$ cat src/rtl/lcd_bus_capture.sv
// Snoops an HD44780-style LCD write bus into a 32-char shadow buffer; buffer update 1 clk after the lcd_e fall sample.
// Transfers arriving during a clear sweep are dropped and flagged via overrun; LCD_CAP_SYNC_EN adds a 2-flop input synchronizer.
module lcd_bus_capture (
  input  logic       clk,
  input  logic       reset,
  input  logic       lcd_e,
  input  logic       lcd_rs,
  input  logic [7:0] lcd_d,
  input  logic [4:0] rd_addr,
  output logic [7:0] rd_data,
  output logic       busy,
  output logic       dirty,
  input  logic       dirty_clr,
  output logic       overrun
);

  localparam logic [7:0] SPACE = 8'h20;

  typedef enum logic {
    ST_IDLE,
    ST_SWEEP
  } state_e;

  logic       e_s;
  logic       rs_s;
  logic [7:0] d_s;

`ifdef LCD_CAP_SYNC_EN
  logic [1:0] e_sync_q;
  logic [1:0] rs_sync_q;
  logic [7:0] d_sync1_q;
  logic [7:0] d_sync2_q;

  always_ff @(posedge clk or posedge reset) begin
    if (reset) begin
      e_sync_q  <= 2'b00;
      rs_sync_q <= 2'b00;
      d_sync1_q <= 8'h00;
      d_sync2_q <= 8'h00;
    end else begin
      e_sync_q  <= {e_sync_q[0], lcd_e};
      rs_sync_q <= {rs_sync_q[0], lcd_rs};
      d_sync1_q <= lcd_d;
      d_sync2_q <= d_sync1_q;
    end
  end

  assign e_s  = e_sync_q[1];
  assign rs_s = rs_sync_q[1];
  assign d_s  = d_sync2_q;
`else
  assign e_s  = lcd_e;
  assign rs_s = lcd_rs;
  assign d_s  = lcd_d;
`endif

  state_e     state_q, state_d;
  logic [4:0] sweep_idx_q, sweep_idx_d;
  logic [4:0] ac_q, ac_d;
  logic       inc_q, inc_d;
  logic       e_q;
  logic       dirty_q, dirty_d;
  logic       overrun_q, overrun_d;
  logic [7:0] rd_data_q;
  logic [7:0] buf_q [32];

  logic       fall;
  logic       wr_en;
  logic [4:0] wr_addr;
  logic [7:0] wr_dat;

  assign fall = e_q & ~e_s;

  always_comb begin
    state_d     = state_q;
    sweep_idx_d = sweep_idx_q;
    ac_d        = ac_q;
    inc_d       = inc_q;
    wr_en       = 1'b0;
    wr_addr     = ac_q;
    wr_dat      = d_s;
    overrun_d   = overrun_q;

    unique case (state_q)
      ST_IDLE: begin
        if (fall) begin
          if (rs_s) begin
            wr_en = 1'b1;
            ac_d  = inc_q ? ac_q + 5'd1 : ac_q - 5'd1;
          end else begin
            // Priority decode: the highest set bit selects the command.
            casez (d_s)
              8'b1???????: ac_d = {d_s[6], d_s[3:0]};
              8'b01??????: ;
              8'b001?????: ;
              8'b0001????: begin
                if (!d_s[3]) begin
                  ac_d = d_s[2] ? ac_q + 5'd1 : ac_q - 5'd1;
                end
              end
              8'b00001???: ;
              8'b000001??: inc_d = d_s[1];
              8'b0000001?: ac_d = 5'd0;
              8'b00000001: begin
                ac_d        = 5'd0;
                inc_d       = 1'b1;
                sweep_idx_d = 5'd0;
                state_d     = ST_SWEEP;
              end
              default: ;
            endcase
          end
        end
      end
      ST_SWEEP: begin
        wr_en       = 1'b1;
        wr_addr     = sweep_idx_q;
        wr_dat      = SPACE;
        sweep_idx_d = sweep_idx_q + 5'd1;
        if (fall) begin
          overrun_d = 1'b1;
        end
        if (sweep_idx_q == 5'd31) begin
          state_d = ST_IDLE;
        end
      end
      default: state_d = ST_IDLE;
    endcase

    // A set in the same cycle as dirty_clr must win.
    dirty_d = wr_en | (dirty_q & ~dirty_clr);
  end

  always_ff @(posedge clk or posedge reset) begin
    if (reset) begin
      state_q     <= ST_IDLE;
      sweep_idx_q <= 5'd0;
      ac_q        <= 5'd0;
      inc_q       <= 1'b1;
      e_q         <= 1'b0;
      dirty_q     <= 1'b0;
      overrun_q   <= 1'b0;
      rd_data_q   <= SPACE;
    end else begin
      state_q     <= state_d;
      sweep_idx_q <= sweep_idx_d;
      ac_q        <= ac_d;
      inc_q       <= inc_d;
      e_q         <= e_s;
      dirty_q     <= dirty_d;
      overrun_q   <= overrun_d;
      rd_data_q   <= buf_q[rd_addr];
    end
  end

  always_ff @(posedge clk or posedge reset) begin
    if (reset) begin
      for (int i = 0; i < 32; i++) begin
        buf_q[i] <= SPACE;
      end
    end else if (wr_en) begin
      buf_q[wr_addr] <= wr_dat;
    end
  end

  assign rd_data = rd_data_q;
  assign busy    = (state_q == ST_SWEEP);
  assign dirty   = dirty_q;
  assign overrun = overrun_q;

endmodule

$ cat config.mk
export PLATFORM = sky130hd
export DESIGN_NAME = lcd_bus_capture
export DESIGN_NICKNAME = d
export VERILOG_FILES = /design/src/rtl/lcd_bus_capture.sv
export SDC_FILE = /design/constraint.sdc
export NUM_CORES = 1
export LEC_CHECK = 0
export BUFFER_PORTS_ARGS = -buffer_cell sky130_fd_sc_hd__buf_2
export CORE_UTILIZATION = 42
export CTS_CLUSTER_DIAMETER = 40
export DETAILED_ROUTE_END_ITERATION = 6
export RECOVER_POWER = 50
export SYNTH_ARGS = -nofsm -noshare
export SYNTH_HDL_FRONTEND = slang
export SYNTH_SLANG_ARGS = --single-unit
$ cat constraint.sdc
create_clock -name clk -period 10.5 [get_ports clk]
set_input_delay 3.15 -clock clk [delete_from_list [all_inputs] [get_ports clk]]
set_output_delay 3.15 -clock clk [all_outputs]
set_load 0.01 [all_outputs]
After elaboration in Yosys (flattened, before gate mapping) --
Index checks and enable logic that the tools add are counted. W data, S select, Z words.
Cells by class: $add $sub $neg 3, $lt $le $gt $ge 3, equal/unequal tests 9, multiplexer cells 26, bitwise operators 9, reductions and logical operators 8
Operator list (count):
- $bwmux W256 | 1
- $bmux W8 S5 | 1
- $demux W8 S5 | 1
- $mux W5 | 8
- $mux W8 | 4
- $pmux W5 S3 | 1
- $ge A6 B6 Y1 const B | 2
- $not A5 Y6 | 2
- $add A5 B1 Y5 const B | 2
- $pmux W5 S2 | 1
- $eq A8 B1 Y1 const B | 1
- $reduce_and A4 Y1 | 2
- $eq A7 B1 Y1 const B | 1
- $eq A6 B1 Y1 const B | 1
- $lt A6 B1 Y1 const B | 1
- $mux W1 | 6
- $pmux W1 S2 | 3
- $eq A5 B5 Y1 const B | 1
- $sub A5 B1 Y5 const B | 1
- $eq A4 B1 Y1 const B | 1
- $ne A2 B2 Y1 const B | 2
- $not A1 Y1 | 4
- $reduce_bool A4 Y1 | 1
- $ne A3 B3 Y1 const B | 1
- other kinds (8) | 9
Word-level totals: register bits 279, bits of input ports 18

Logic depth before layout (Yosys ltp) --
word-level depth 7, depth in mapped cells 8, mapped depth without buffers 7

Worst setup path before layout --
Ideal clock, no wire load.
path type input port to flip-flop, start point input port rd_addr[1], end point register rd_data_q[0] (netlist: rd_data[0]), setup time 0.125 ns, data arrival time 4.833 ns, data required time 10.375 ns, slack 5.542 ns, cell stages on the path 5, path buffers 2, path through clkbuf_1 -> clkbuf_1 -> mux4_2 -> mux4_2 -> mux2_2
On the way: longest elaborated chain between the ends 4
Ends and longest elaborated chain:
- from (decl) | RTL line 9 | input logic [4:0] rd_addr,
- $not A5 Y6 (implied by the code) | RTL line 152 | rd_data_q <= buf_q[rd_addr];
- $bmux W8 S5 | RTL line 152
- $mux W8 (implied by the code) (2 in series) | RTL line 152
- to (signal assigned) | RTL line 152
- to (decl) | RTL line 64 | logic [7:0] rd_data_q;
No other way between the ends. The select of a mux whose other input is x is not followed. A chain may end at the register's enable or synchronous reset.

==> summary.md <==
| Metric | Value |
|---|---|
| Post-route DRC | `0` |
| Max Slew Vio Count | `124` |
| Port Buffers | `28` |
| FF/Latch Area | `0.00702 sq mm` |
| First-pass GRT wire length | `49,200 microns` |
| Slew margin rel. | `-141%` |
| Filler cell count | `2,655` |
| Post-DR wirelength/cell | `23.6 microns` |
| Post-route setup slack | `3960 ps` |
| Post-Syn Nets | `886` |
| GR Util met1 | `29.4%` |
| Total CTS buffers | `45` |
| Hold_buf cts | `0` |
| Core Rows | `64` |
| Hold WC Path Type | `flop to flop` |
| Overall power | `3.19 mW` |
| # resized after CTS | `0` |
| CP top delay family | `buffers and inverters` |
| Area fraction of the dominant cell type after synthesis | `46.6%` |
| Post-Route Skew | `16.2 ps` |
| Synth area leaders | `dfrtp_1 47%, mux2_2 23%, mux4_2 14%` |
| Net Switching | `0.802 mW` |
| Post-synth EDFFs | `0` |
| RSZ-0062 raised after global routing | `false` |
| TritonCTS Sinks | `279` |
| Period minus WS final | `6540 ps` |
| YS warnings | `0` |
| GRT overflow | `0` |
| Crit end category | `async pin` |
| # H-tree levels | `2` |
| GPL Wtd Cong | `0.781` |
| Vias per std cell | `5.73` |
| Pre-Repair DR Iteration Count | `5` |
| GRT Max-Usage Layer | `met2` |
| Pin count of the biggest net entering global routing | `83` |
| Reg clk slew, reported paths | `60 ps` |
| Crit-path cells | `clkbuf_1 > clkinvlp_2 > clkbuf_1 > buf_4` |
| Setup Buffers After CTS | `0` |
| GRT met3 Usage | `3.90%` |
| Switch share | `25.2%` |
| Initial Utilization | `42.9%` |
| Tot GR Track Use | `20.8%` |
| Initial DRC count | `501` |
| Final hold violation count | `0` |
| GR met2 Demand/Resource | `33.1%` |
| Post-Syn Area | `0.0132 sq mm` |
| Final Instance Area | `0.0152 sq mm` |
| Syn avg cell area | `15.2 sq um` |
| Least-Margin Pin Slew | `3620 ps` |
| Area of the multi-input gates | `0.00585 sq mm` |
| Routed WL | `31,500 microns` |
| Internal power | `2.39 mW` |
| Most used DFF post-synth | `dfrtp_1` |
| CP Data Required Time | `10,990 ps` |
| Post-synthesis register bit count | `279` |
| Post-synth top area cell | `dfrtp_1` |
| Antenna viol nets, final | `0` |
| Violated checks | `capacitance limit, slew limit` |
| Post-Syn Instances | `864` |
| Layout cells sized above 1 | `53.8%` |
| Number of antenna diodes | `0` |
| Async SR Flop Fraction | `100%` |
| Initial antenna violation count | `2` |
| # setup viols final | `0` |
| Slowest cell delay on critical path | `2510 ps` |
| IO Count | `29` |
| Combinational power share | `12.2%` |
| Dpl cell area | `0.0137 sq mm` |
| Data arrival time of the worst path | `7040 ps` |
| Clk pwr share | `46.7%` |
| Final HPWL DP | `19,600 microns` |
| Worst vdd ir | `0.112 mV` |
| Sequential share of the synthesized area | `53.4%` |
| Power density cells | `210 mW/mm^2` |
| Die area | `0.0320 sq mm` |
| Crit-path max FO | `82` |
| Via count | `7,637` |
| CTS tree | `yes` |
| Status | `finished with violations` |
| Worst path buffer plus inverter count | `4` |
| Most frequent cell on the critical path | `clkbuf_1` |
| Width of the die | `179 microns` |
| Setup TNS | `0 ps` |
| Seq pwr share | `41.1%` |
| Worst skew pair latency | `530 ps` |
| CTS Buffer Depth | `3` |
| Die H | `179 microns` |
| P_leak | `6.85 nW` |
| Crit-path slowest cell | `clkbuf_1` |
| Finished Core Util | `49.5%` |
| Clock root buffer | `clkbuf_16` |
| MaxCap Viol Count | `2` |
| Final #Nets | `922` |
| Pre-CTS WS | `4560 ps` |
| Core Area | `0.0307 sq mm` |
| Critical Setup Path Class | `input pin to async pin` |
| Area grow syn2layout | `15.3%` |
| Final Cycle Share | `62.3%` |
| Vias in the first global route | `8,022` |
| Peak Freq | `153 MHz` |
| Element type at the critical path start | `input pin` |
| Yosys cell types | `55` |
Yosys cell counts (3+ instances only):
master    instances
nor2b_1           8
a21oi_1           5
dfstp_2          34
dfrtp_1         245
mux4_2           80
buf_4             7
nand2_1          44
o22ai_1           3
or4_1             3
ha_1              4
nor3_1            5
nand4_1           3
mux2_2          265
o21ai_0           8
inv_1            10
nor2_1           18
nand2b_1          7
nor2_2           16
clkbuf_1         34
nand3b_1          3
buf_1             8
buf_2             3
a22o_1            5
mux2i_1           4
worst register-to-register path: stages, from the launching register on:
cell and delay [ps]:
dfrtp_1 380, buf_4 250, nor3b_1 420, inv_1 120
a221oi_1 1020, o221ai_1 300, a22o_1 260
per-layer routing:
metal | part of all wire, % | routed length (microns)
met1 | 46 | 14500
met2 | 47 | 14900
met3 | 4.8 | 1500
met4 | 2.0 | 631
met5 | 0 | 0
metrics by stage:
step	hold WS (ps)	std cells
after global routing	505	1332
final	469	1332
after global placement	438	1249
after floorplan	475	864
after detailed placement	447	1249
after CTS	468	1332
flip-flops by register name, summed over array words and instances, names as in the netlist:
name,flops
ac_q,5
busy,1
buf_q,256
e_q,1
rd_data,8
sweep_idx_q,5
overrun,1
dirty,1
inc_q,1
cell type report:
type / instances / share of cell area [%]
clock buffers: 52 / 7.80
clock inverters: 31 / 2.35
inverters: 10 / 0.256
multi-input cells: 522 / 38.5
flip-flops and latches: 279 / 46.3
well taps: 396 / 3.27
repair buffers: 42 / 1.46
power by group through the flow:
| stage | combinational [mW] | clock (mW) | sequential [mW] |
|---|---|---|---|
| 4_1_cts | 0.399 | 1.52 | 1.31 |
| 5_1_grt | 0.423 | 1.57 | 1.33 |
| 6_report | 0.390 | 1.49 | 1.31 |
| 3_5_place_dp | 0.398 | 0 | 1.33 |
| 2_1_floorplan | 0.312 | 0 | 1.29 |
| 3_3_place_gp | 0.388 | 0 | 1.33 |
placed cells by master, fill, tap and decap left out, drive strengths merged, types with 9 or more instances in the layout:
master	count
buf	25
clkbuf	69
clkinv	9
clkinvlp	12
dfrtp	245
dfstp	34
inv	15
mux2	265
mux4	80
nand2	46
nor2	34
final timing paths:
kind                          from    endpoint  cells after the start  slack (ps)
setup / recovery             reset   buf_q[75]                      4        3960
hold / removal             overrun     overrun                      1         470
max in group clk            lcd_rs  buf_q[240]                      6        5120
setup reg to reg              busy     ac_q[3]                      6        7630
min in group asynchronous    reset  buf_q[152]                      3        3830
hold reg to reg            overrun     overrun                      1         470
kinds of logic (layout without fill, tap and decap cells):
logic type / count (synthesis) / in the layout / synth area share (%)
muxes: 349 / 349 / 36.7
DFF: 279 / 279 / 53.4
and+or+nand+nor: 120 / 120 / 4.65
buffers and inverters: 63 / 135 / 2.08
AOI/OAI and AO/OA: 45 / 45 / 2.53
adders and majority gates: 4 / 4 / 0.380
xor gates and xnor gates: 4 / 4 / 0.266
No activity file was read; power rests on OpenSTA's default activity.
